$ cat config.mk
export PLATFORM = sky130hd
export DESIGN_NAME = lock_sequencer
export DESIGN_NICKNAME = d
export VERILOG_FILES = /design/src/rtl/lock_sequencer_pkg.sv /design/src/rtl/lock_timer.sv /design/src/rtl/lock_sequencer.sv
export SDC_FILE = /design/constraint.sdc
export NUM_CORES = 1
export LEC_CHECK = 0
export ABC_CLOCK_PERIOD_IN_PS = 3100
export CORE_ASPECT_RATIO = 0.5
export CORE_MARGIN = 3
export CORE_UTILIZATION = 40
export CTS_CLUSTER_DIAMETER = 50
export CTS_CLUSTER_SIZE = 40
export DETAILED_ROUTE_END_ITERATION = 8
export SYNTH_ARGS = -nofsm -noshare
export SYNTH_HDL_FRONTEND = slang
export SYNTH_SLANG_ARGS = --single-unit
$ cat constraint.sdc
create_clock -name clock -period 3.1 [get_ports clock]
set_clock_uncertainty 0.1 [all_clocks]
set_input_delay 0.775 -clock clock [delete_from_list [all_inputs] [get_ports clock]]
set_output_delay 0.775 -clock clock [all_outputs]
set_load 0.01 [all_outputs]
$ cat src/rtl/lock_sequencer_pkg.sv
// Shared types and constants for the lock sequencer and its timer.
// Holds the state encoding, counter widths and parameter defaults.
package lock_sequencer_pkg;

  typedef enum logic [2:0] {
    IDLE    = 3'd0,
    COLLECT = 3'd1,
    FEED    = 3'd2,
    CHECK   = 3'd3,
    UNLOCK  = 3'd4,
    LOCKOUT = 3'd5
  } state_t;

  // Digit index covers CODE_LEN up to 16; timer covers cycle counts up to 65535.
  localparam int IDX_W  = 4;
  localparam int TMR_W  = 16;
  localparam int FAIL_W = 4;

  localparam int DEF_CODE_LEN       = 4;
  localparam int DEF_MAX_FAILS      = 3;
  localparam int DEF_LOCKOUT_CYCLES = 16;
  localparam int DEF_UNLOCK_CYCLES  = 8;

endpackage

$ cat src/rtl/lock_timer.sv
// Loadable down-counter with a done flag, shared by the UNLOCK and LOCKOUT phases.
// Loading N-1 gives a done flag on the N-th cycle after the load edge.
module lock_timer
  import lock_sequencer_pkg::*;
(
  input  logic             clock,
  input  logic             reset,
  input  logic             load,
  input  logic [TMR_W-1:0] load_value,
  output logic             done
);

  logic [TMR_W-1:0] count;

  // Count down to zero and hold there until the next load.
  always_ff @(posedge clock or posedge reset) begin
    if (reset) begin
      count <= '0;
    end else if (load) begin
      count <= load_value;
    end else if (count != '0) begin
      count <= count - TMR_W'(1);
    end else begin
      count <= count;
    end
  end

  assign done = (count == '0);

endmodule

$ cat src/rtl/lock_sequencer.sv
// Collects a digit code, replays it into an external code accepter and
// applies the accept verdict with an unlock pulse or a timed lockout.
module lock_sequencer
  import lock_sequencer_pkg::*;
#(
  parameter int CODE_LEN       = DEF_CODE_LEN,
  parameter int MAX_FAILS      = DEF_MAX_FAILS,
  parameter int LOCKOUT_CYCLES = DEF_LOCKOUT_CYCLES,
  parameter int UNLOCK_CYCLES  = DEF_UNLOCK_CYCLES
) (
  input  logic              clock,
  input  logic              reset,
  input  logic              digit_valid,
  input  logic              digit_bit,
  output logic              digit_ready,
  input  logic              mode_sel,
  output logic              acc_next_digit,
  output logic              acc_switch,
  output logic              acc_reset,
  input  logic              acc_accept,
  output logic              unlocked,
  output logic              locked_out,
  output logic [FAIL_W-1:0] fail_count,
  output logic              busy
);

  localparam logic [IDX_W-1:0]  LAST_IDX    = IDX_W'(CODE_LEN - 1);
  localparam logic [FAIL_W:0]   FAIL_LIMIT  = (FAIL_W + 1)'(MAX_FAILS);
  localparam logic [TMR_W-1:0]  UNLOCK_LOAD = TMR_W'(UNLOCK_CYCLES - 1);
  localparam logic [TMR_W-1:0]  LOCK_LOAD   = TMR_W'(LOCKOUT_CYCLES - 1);
  localparam logic              SINGLE      = (CODE_LEN == 1);

  state_t                 state;
  state_t                 next_state;
  logic [(1<<IDX_W)-1:0]  buffer;
  logic [IDX_W-1:0]       idx;
  logic                   mode;
  logic                   take;
  logic                   last_fail;
  logic                   timer_load;
  logic [TMR_W-1:0]       timer_value;
  logic                   timer_done;

  assign take      = digit_valid && digit_ready;
  assign last_fail = (({1'b0, fail_count} + (FAIL_W + 1)'(1)) == FAIL_LIMIT);

  // Next-state selection and timer loading.
  always_comb begin
    next_state  = state;
    timer_load  = 1'b0;
    timer_value = '0;
    case (state)
      IDLE: begin
        if (take) begin
          next_state = SINGLE ? FEED : COLLECT;
        end else begin
          next_state = IDLE;
        end
      end
      COLLECT: begin
        if (take && (idx == LAST_IDX)) begin
          next_state = FEED;
        end else begin
          next_state = COLLECT;
        end
      end
      FEED: begin
        if (idx == LAST_IDX) begin
          next_state = CHECK;
        end else begin
          next_state = FEED;
        end
      end
      CHECK: begin
        timer_load = 1'b1;
        if (acc_accept) begin
          next_state  = UNLOCK;
          timer_value = UNLOCK_LOAD;
        end else if (last_fail) begin
          next_state  = LOCKOUT;
          timer_value = LOCK_LOAD;
        end else begin
          next_state  = IDLE;
          timer_load  = 1'b0;
        end
      end
      UNLOCK, LOCKOUT: begin
        if (timer_done) begin
          next_state = IDLE;
        end else begin
          next_state = state;
        end
      end
      default: next_state = IDLE;
    endcase
  end

  // State, digit buffer, index, latched mode, fail counter and pulse outputs.
  always_ff @(posedge clock or posedge reset) begin
    if (reset) begin
      state      <= IDLE;
      buffer     <= '0;
      idx        <= '0;
      mode       <= 1'b0;
      fail_count <= '0;
      unlocked   <= 1'b0;
      locked_out <= 1'b0;
    end else begin
      state      <= next_state;
      unlocked   <= (next_state == UNLOCK);
      locked_out <= (next_state == LOCKOUT);
      case (state)
        IDLE: begin
          if (take) begin
            buffer[0] <= digit_bit;
            mode      <= mode_sel;
            idx       <= SINGLE ? IDX_W'(0) : IDX_W'(1);
          end
        end
        COLLECT: begin
          if (take) begin
            buffer[idx] <= digit_bit;
            idx         <= (idx == LAST_IDX) ? IDX_W'(0) : idx + IDX_W'(1);
          end
        end
        FEED: begin
          idx <= (idx == LAST_IDX) ? IDX_W'(0) : idx + IDX_W'(1);
        end
        CHECK: begin
          if (acc_accept) begin
            fail_count <= '0;
          end else if (last_fail) begin
            fail_count <= FAIL_W'(MAX_FAILS);
          end else begin
            fail_count <= fail_count + FAIL_W'(1);
          end
        end
        LOCKOUT: begin
          if (timer_done) begin
            fail_count <= '0;
          end
        end
        default: ;
      endcase
    end
  end

  lock_timer u_timer (
    .clock      (clock),
    .reset      (reset),
    .load       (timer_load),
    .load_value (timer_value),
    .done       (timer_done)
  );

  assign digit_ready    = (state == IDLE) || (state == COLLECT);
  assign busy           = !digit_ready;
  assign acc_reset      = !((state == FEED) || (state == CHECK));
  assign acc_next_digit = (state == FEED) ? buffer[idx] : 1'b0;
  assign acc_switch     = mode;

endmodule

==> results.cfg, run 1 <==
[place]
dp_hpwl_um = 3657
port_buffers = 16
gp_congestion = 0.8279
place_inst = 356

[power_and_ir_drop]
pwr-share-clk_pct = 24.0
combPwrFrac_pct = 36.1
internal_power_mw = 1.580
peakVddDrop_v = 0.0002569
total_power_mw = 2.419
p_per_area_nw_per_um2 = 791.8
switching_share_pct = 34.71
p_leak_nw = 1.359
p_switching_uw = 839.7
pwr-share-seq_pct = 39.8

[critical_path]
reg2reg_slack_ns = 0.68
path_depth = 5
worst_ep_arrival_time_ns = 2.05
path_cells = mux4_2, nor2b_1, a211oi_1, a2111oi_2, dlygate4sd2_1
worstSetupEndpoint = acc_next_digit
crit_type = flip-flop to primary output
reg2regPathDepth = 5
startpoint = idx[1]
end_kind = primary output
crit_fanout = 5
crit_path_top_delay_cell = mux4_2
crit_buf_inv = 1
start_kind = flip-flop
reg2reg_from = u_timer.count[10]
critPathTopFamily = multiplexers
r2r_end = u_timer.count[2]
cp.required_ns = 2.22
cp_slowest_stage_delay_ns = 0.51

[min_path]
holdCritStartpoint = buffer[6]
hold_depth = 1
hp-class = flip-flop to flip-flop

[finish]
drive_gt1_share_pct = 18.12
fillCellCount = 579
regArea_sq_um = 1151
multiInputGateArea_sq_um = 1360
area_growth_pct = 17.07
n_antenna_cell = 0
utilization_pct = 49.43
nets = 289
stdcell_count = 364

[synth]
synth_cell_types = 53
yosys-top-cells-area = dfrtp_1 44%, mux2_2 6.0%, nor2_1 3.9%, ha_1 3.8%, nand2_1 3.7%
syn_area_sq_um = 2610
syn_nets = 271
yosysTopAreaCell = dfrtp_1
synth_top_area_share_pct = 44.10
synthCells = 257
synth_warnings = 0
avgSynthCellArea_sq_um = 10.16
ys_seq_elements = 46
synthXorXnorAreaFrac_pct = 3.020
synth_edf_count = 0
synthAdderAreaFrac_pct = 3.835
ys.flop_type = dfrtp_1
ys_seq_area_share_pct = 44.10
synthMuxAreaShare_pct = 11.17
async_flop_share_pct = 100.0
synth_top_family_by_area = simple AND/OR/NAND/NOR gates
synth_compound_area_share_pct = 14.38
synth-simple-area-share_pct = 19.46

[clocking]
holdBufCountCts = 0
cts.sinks = 46
cts_max_path_buffers = 2
cts_tree = built
cts_max_level = 2
cts_made_buffers = 5
cts.root.buffer_cell = clkbuf_16
clk_latency_ns = 0.29
clk_pin_slew_worst_paths_ns = 0.06

[die]
ioPinCount = 17
core_sq_um = 6181
initial_core_util_pct = 42.23
fp-row-count = 20
die_h_um = 63.12
die_x_um = 120.2
die_area_sq_um = 7589

[sta]
fin_crit_sh_pct = 94.41
rsz0062_at_grt = no
finalHoldViolCount = 0
slew_violations = 0
fin_tns_setup_ns = 0
period_minus_slack_ns = 2.927
setup_viol = 0
slew-limit-headroom_pct = 55.83
worstMarginPinSlew_ns = 0.6626
fmax_ghz = 0.3417

[route]
wl_um = 5206
wl_per_cell_um = 14.30
dr_total_vias = 1954
first_pass_iters = 4
ant_nets = 0
via_per_inst = 5.368
drtIter0Drc = 128
drc_errors = 0

[global_route]
grt_max_degree = 28
overflow = 0
antenna_found_initial = 0
grt_pass1_wl_um = 9108
grt_usage_pct = 14.79
first_global_vias = 1964

[outcome]
outcome = finished, final reports clean

[job]
maxCapViolCount = 0
==> power by group through the flow <==
stage	logic, mW	registers [mW]	clock network [mW]
after floorplan	0.610	0.940	0
after global placement	0.858	0.962	0
after detailed placement	0.867	0.973	0
after CTS	0.876	0.964	0.602
after global routing	0.979	0.991	0.623
final	0.874	0.964	0.582
==> stage by stage <==
step	area, sq um	setup slack [ns]	hold WS [ns]
floorplan	2610	0.4633	0.3587
global placement	2884	0.1096	0.3810
detailed placement	2884	0.06454	0.3865
CTS	3055	0.1533	0.4008
global route	3055	0.07657	0.4271
finish	3055	0.1733	0.3969
==> per-layer routing <==
| metal | part of all wire [%] | global-route usage, % | up-vias |
|---|---|---|---|
| met4 | 1.1 | 4.661 | 0 |
| li1 | - | - | 953 |
| met3 | 3.0 | 3.229 | 5 |
| met2 | 45 | 24.18 | 26 |
| met5 | 0 | 0 | - |
| met1 | 51 | 19.76 | 970 |
==> cell families after synthesis <==
group,after synthesis
simple gates,93
compound gates,54
flops,46
buf+inv,25
mux,22
xor+xnor,9
fa+ha+maj,8
==> final cells by class <==
cell class              instances  area share, %
flip-flops and latches         46          37.67
multi-input cells             186          44.51
inverters                      11          1.351
well taps                      88          3.604
clock buffers                   8          5.446
repair buffers                 25          7.412
==> synthesized netlist by cell type (2+ instances only) <==
cell / n
dfrtp_1: 46
nor2_1: 27
nand2_1: 26
a21oi_1: 14
mux2_2: 14
clkbuf_1: 11
inv_1: 11
o21ai_0: 10
xor2_1: 9
ha_1: 8
nand3_1: 7
o211ai_1: 5
mux4_2: 4
nor3_1: 4
a21o_1: 3
a22o_1: 3
a31oi_1: 3
mux2_1: 3
o211ai_2: 3
o31ai_1: 3
or3_1: 3
and2_1: 2
and3_1: 2
nand2b_1: 2
nand3b_1: 2
nand4_1: 2
nand4b_1: 2
nor2b_1: 2
or4_1: 2
==> state kept, by name, indices dropped and copies added (netlist names) <==
| name | flops |
|---|---|
| acc_switch | 1 |
| fail_count | 4 |
| state | 3 |
| idx | 4 |
| locked_out | 1 |
| unlocked | 1 |
| u_timer.count | 16 |
| buffer | 16 |
==> repair_timing <==
action	CTS	global route
setup endpoints to repair	1	0
buffers inserted	0	0
resized for setup	3	0
==> placed cells by master (no fill, tap or decap), types with 5 or more instances in the layout <==
cell type        synthesis  layout
nand2_1                 26      26
buf_4                    1       9
ha_1                     8       8
dfrtp_1                 46      46
nand3_1                  7       7
inv_1                   11      10
clkdlybuf4s50_1          0      15
mux2_2                  14      14
a21oi_1                 14      14
o21ai_0                 10      10
nor2_1                  27      27
clkbuf_16                0       5
xor2_1                   9       9
o211ai_1                 5       5
==> how the worst min path moves through the flow <==
| stage | end | slack, ns |
|---|---|---|
| 6_report | buffer[6] | 0.40 |
| 2_1_floorplan | buffer[6] | 0.36 |
| 3_5_place_dp | buffer[6] | 0.39 |
| 3_3_place_gp | buffer[6] | 0.38 |
| 5_1_grt | buffer[5] | 0.43 |
| 4_1_cts | buffer[6] | 0.40 |
(Power assumes the default switching activity.)
==> run 2, diff against run 1 <==
--- a/config.mk
+++ b/config.mk
@@ -7,7 +7,7 @@
 export LEC_CHECK = 0
 export ABC_CLOCK_PERIOD_IN_PS = 3100
 export CORE_ASPECT_RATIO = 0.5
-export CORE_MARGIN = 3
+export CORE_MARGIN = 2
 export CORE_UTILIZATION = 40
 export CTS_CLUSTER_DIAMETER = 50
 export CTS_CLUSTER_SIZE = 40
==> run 2 against run 1 <==
Effect of this change: sequential cell count unchanged; fmax decreased by 1.4%; worst hold slack got worse by 0.0077 ns; combinational power decreased by 2%; sequential share of layout area decreased by 0.097 points; via count decreased by 0.97%; non-clock buffer count decreased by 3; critical path type unchanged; critical endpoint unchanged; largest cell class unchanged.
==> results.cfg, run 2 (synthesis results as in run 1) <==
[clocking]
post_cts.repair.setup_buffers = 0
cts_made_buffers = 5
cts_tree = built
clk_pin_slew_worst_paths_ns = 0.06
cts_max_path_buffers = 2
holdBufCountCts = 0
cts.root.buffer_cell = clkbuf_16
clk_latency_ns = 0.28
cts_max_level = 2
cts.sinks = 46

[finish]
area_growth_pct = 17.50
nets = 286
layout_common_cells = 45 x dfrtp_1, 27 x nor2_1, 26 x nand2_1
post-route-cell-area_sq_um = 3067
regArea_sq_um = 1152
fillCellCount = 569
n_antenna_cell = 0
mostFrequentLayoutCell = dfrtp_1
multiInputGateArea_sq_um = 1360
stdcell_count = 361
utilization_pct = 49.62
largest_registers = buffer (16), u_timer.count (16)
drive_gt1_share_pct = 17.58

[sta]
rsz0062_at_grt = no
slew-limit-headroom_pct = 52.12
fin_tns_setup_ns = 0
setup_viol = 0
fin_ws_ns = 0.1309
fmax_ghz = 0.3368
worstMarginPinSlew_ns = 0.7166
slew_violations = 0
finalHoldViolCount = 0
period_minus_slack_ns = 2.969
timing.hold.ws_ns = 0.3892
fin_crit_sh_pct = 95.78

[critical_path]
worst_ep_arrival_time_ns = 2.09
r2r_end = u_timer.count[8]
crit_type = flip-flop to primary output
reg2reg_from = u_timer.count[10]
reg2reg_slack_ns = 0.65
reg2regPathDepth = 5
cp.required_ns = 2.22
crit_fanout = 5
end_kind = primary output
start_kind = flip-flop

[route]
ant_nets = 0
dr_total_vias = 1935
drtIter0Drc = 129
first_pass_iters = 4
wl_per_cell_um = 14.53
drc_errors = 0
wl_um = 5245
via_per_inst = 5.360

[power_and_ir_drop]
peakVddDrop_v = 0.0003426
p_leak_nw = 1.357
p_per_area_nw_per_um2 = 828.8
total_power_mw = 2.542

[global_route]
overflow = 0
grt_pass1_wl_um = 8838
grt_usage_pct = 15.66
first_global_vias = 1850
grt_max_degree = 21
antenna_found_initial = 0

[min_path]
holdPathEnd = buffer[5]
holdCritStartpoint = buffer[5]
hold_depth = 1
hp-class = flip-flop to flip-flop

[place]
place_inst = 353
port_buffers = 16
gp_congestion = 0.8619
place_area_sq_um = 2861
dp_hpwl_um = 3712
place_ws_ns = 0.04586

[outcome]
outcome = finished, final reports clean

[die]
die_area_sq_um = 7227
fp-row-count = 20
initial_core_util_pct = 42.23
die_x_um = 118.2
core_sq_um = 6181
die_h_um = 61.12
ioPinCount = 17

[job]
maxCapViolCount = 0
[run 2: cell types whose count changed in the layout (fill, tap and decap cells not counted), sizes merged]
cell    previous run  this run
buf                9         6
bufinv             0         2
clkbuf             8         6
[run 2: what timing repair did]
| action | 4_1_cts | 5_1_grt |
|---|---|---|
| setup endpoints to repair | 1 | 0 |
| hold endpoints to repair | 0 | 0 |
| gates resized for setup | 4 | 0 |
[run 2: worst max-delay path by stage]
stage	from	to	slack, ns	cells after the start
3_5_place_dp	idx[1]	acc_next_digit	0.05	5
2_1_floorplan	idx[1]	acc_next_digit	0.46	5
3_3_place_gp	idx[0]	acc_next_digit	0.09	5
4_1_cts	idx[1]	acc_next_digit	0.13	5
5_1_grt	idx[1]	acc_next_digit	0.07	5
6_report	idx[1]	acc_next_digit	0.13	5
[run 2: power by group]
group | switching, mW | internal, mW | total (mW)
sequential | 0.189 | 0.789 | 0.978
combinational | 0.443 | 0.415 | 0.858
clock | 0.222 | 0.484 | 0.706
[run 2: area by class of cell]
class | count | share of cell area [%]
tap | 88 | 3.590
sequential | 46 | 37.58
clock buffer | 6 | 4.529
inverter | 11 | 1.346
timing repair buffer | 22 | 6.650
multi-input combinational | 186 | 44.35
clock inverter | 2 | 1.958
[run 2: critical path, stage by stage, from the launching register on]
cell and delay (ns):
dfrtp_1 0.46, mux4_2 0.51, nor2b_1 0.14, a211oi_1 0.28, a2111oi_2 0.10, dlygate4sd2_1 0.31
[run 2: metal layers]
metal	GRT usage (%)	wire length (um)	up-vias
met1	21.40	2638	947
met4	5.164	61	0
met5	0	0	-
met2	25.76	2385	28
met3	3.148	160	8
li1	-	-	952
==> run 3, diff against run 2 <==
--- a/config.mk
+++ b/config.mk
@@ -5,13 +5,14 @@
 export SDC_FILE = /design/constraint.sdc
 export NUM_CORES = 1
 export LEC_CHECK = 0
-export ABC_CLOCK_PERIOD_IN_PS = 3100
+export ABC_CLOCK_PERIOD_IN_PS = 2900
 export CORE_ASPECT_RATIO = 0.5
 export CORE_MARGIN = 2
 export CORE_UTILIZATION = 40
 export CTS_CLUSTER_DIAMETER = 50
 export CTS_CLUSTER_SIZE = 40
 export DETAILED_ROUTE_END_ITERATION = 8
+export SLEW_MARGIN = 25
 export SYNTH_ARGS = -nofsm -noshare
 export SYNTH_HDL_FRONTEND = slang
 export SYNTH_SLANG_ARGS = --single-unit
==> constraint.sdc (replaced) <==
create_clock -name clock -period 2.9 [get_ports clock]
set_clock_uncertainty 0.1 [all_clocks]
set_input_delay 0.725 -clock clock [delete_from_list [all_inputs] [get_ports clock]]
set_output_delay 0.725 -clock clock [all_outputs]
set_load 0.01 [all_outputs]
==> run 3 against run 2 <==
Effect of this change: power rose by 0.41%; routed wire length rose by 1.3%; die area unchanged; clock-buffer cell count increased by 1; critical path type unchanged; largest power group unchanged.
==> results.cfg, run 3 (synthesis results as in run 1) <==
[critical_path]
r2r_end = u_timer.count[2]
cp.required_ns = 2.08
reg2regPathDepth = 5
startpoint = idx[1]
crit_type = flip-flop to primary output
path_cells = mux4_2, nor2b_1, a211oi_2, a2111oi_2, buf_4, dlygate4sd2_1
crit_fanout = 4
cp_slowest_stage_delay_ns = 0.49
worst_ep_arrival_time_ns = 2.00
reg2reg_from = u_timer.count[10]
worstSetupEndpoint = acc_next_digit
start_kind = flip-flop
crit_path_top_delay_cell = mux4_2
reg2reg_slack_ns = 0.50
end_kind = primary output

[finish]
nets = 294
largest_registers = buffer (16), u_timer.count (16)
drive_gt1_share_pct = 19.64
mostFrequentLayoutCell = dfrtp_1
n_antenna_cell = 0
area_growth_pct = 17.98
fillCellCount = 578
layout_common_cells = 44 x dfrtp_1, 27 x nor2_1, 26 x nand2_1

[sta]
worstMarginPinSlew_ns = 0.6038
fin_tns_setup_ns = 0
finalHoldViolCount = 0
fin_crit_sh_pct = 97.34
setup_viol = 0
rsz0062_at_grt = no
fmax_ghz = 0.3542
timing.hold.ws_ns = 0.4054
fin_ws_ns = 0.07703
slew-limit-headroom_pct = 59.60
slew_violations = 0
period_minus_slack_ns = 2.823

[place]
gp_congestion = 0.8548
dp_hpwl_um = 3717
port_buffers = 16
place_ws_ns = -0.07553

[route]
dr_total_vias = 1951
wl_per_cell_um = 14.43
first_pass_iters = 4
drc_errors = 0
drtIter0Drc = 89
ant_nets = 0
wl_um = 5312
via_per_inst = 5.302

[global_route]
grt_usage_pct = 16.08
grt_pass1_wl_um = 9218
antenna_found_initial = 0
overflow = 0
grt_max_degree = 25
first_global_vias = 1874

[die]
die_h_um = 61.12
die_x_um = 118.2
ioPinCount = 17
die_area_sq_um = 7227
core_sq_um = 6181
initial_core_util_pct = 42.23
fp-row-count = 20

[power_and_ir_drop]
pwr-share-seq_pct = 40.5
p_leak_nw = 1.371
p_switching_uw = 910.4
total_power_mw = 2.552
pwr-share-clk_pct = 21.3
peakVddDrop_v = 0.0002783
switching_share_pct = 35.67
internal_power_mw = 1.641
combPwrFrac_pct = 38.2
p_per_area_nw_per_um2 = 828.7

[clocking]
cts_tree = built
cts_max_path_buffers = 2
clk_pin_slew_worst_paths_ns = 0.06
clk_latency_ns = 0.28
cts.root.buffer_cell = clkbuf_16
cts_max_level = 2
cts.sinks = 46
cts_made_buffers = 5

[job]
maxCapViolCount = 0

[min_path]
hold_depth = 1
hp-class = flip-flop to flip-flop

[outcome]
outcome = finished, final reports clean
==> run 3: changes by cell type in the layout (fill, tap and decap cells not counted), sizes merged <==
cell    change
buf         +8
clkbuf      +1
bufinv      -2
==> run 3: per-stage QoR <==
step / instance area, sq um / cells / util [%]
after floorplan: 2610 / 257 / -
after global placement: 2912 / 358 / 47.11
after detailed placement: 2912 / 358 / 47.11
after CTS: 3072 / 367 / 49.70
after global routing: 3079 / 368 / 49.82
final: 3079 / 368 / 49.82
==> run 3: worst min path at each step <==
stage          slack (ns)         end  startpoint
6_report             0.41  acc_switch  acc_switch
5_1_grt              0.42   buffer[4]   buffer[4]
4_1_cts              0.41  acc_switch  acc_switch
3_5_place_dp         0.40  acc_switch  acc_switch
3_3_place_gp         0.39  acc_switch  acc_switch
2_1_floorplan        0.36   buffer[6]   buffer[6]
==> run 3: what timing repair did <==
| item | CTS | global route |
|---|---|---|
| endpoints found under the setup margin | 1 | 1 |
| gates resized for setup | 6 | 0 |
| hold buffers | 0 | 0 |
| buffers inserted | 2 | 1 |
| pin swaps | 1 | 1 |
==> run 3: power groups by stage <==
stage | logic [mW] | clock network (mW) | registers (mW)
6_report | 0.975 | 0.543 | 1.03
5_1_grt | 1.09 | 0.593 | 1.07
4_1_cts | 0.973 | 0.558 | 1.04
3_5_place_dp | 0.931 | 0 | 1.05
3_3_place_gp | 0.914 | 0 | 1.04
2_1_floorplan | 0.652 | 0 | 1.01
==> run 3: metal layers <==
layer	part of all wire (%)	GRT usage [%]
met5	0	0
met4	0.96	4.475
met3	2.4	3.333
met2	45	26.34
met1	51	22.28
==> run 3: worst max-delay path, delay by kind of cell (launching register included) <==
kind                   cells  cell delay, ns
buffers and inverters      2            0.41
AND/OR/NAND/NOR            1            0.16
multiplexers               1            0.49
flip-flops                 1            0.40
AO/OA/AOI/OAI              2            0.25
==> run 3: cell type report <==
cell class	count	area [sq um]	share of cell area, %
Clock buffer	7	132.6	4.307
Tap cell	88	110.1	3.576
Multi-Input combinational cell	186	1365	44.33
Timing Repair Buffer	30	276.5	8.980
Inverter	11	41.29	1.341
Sequential cell	46	1154	37.46
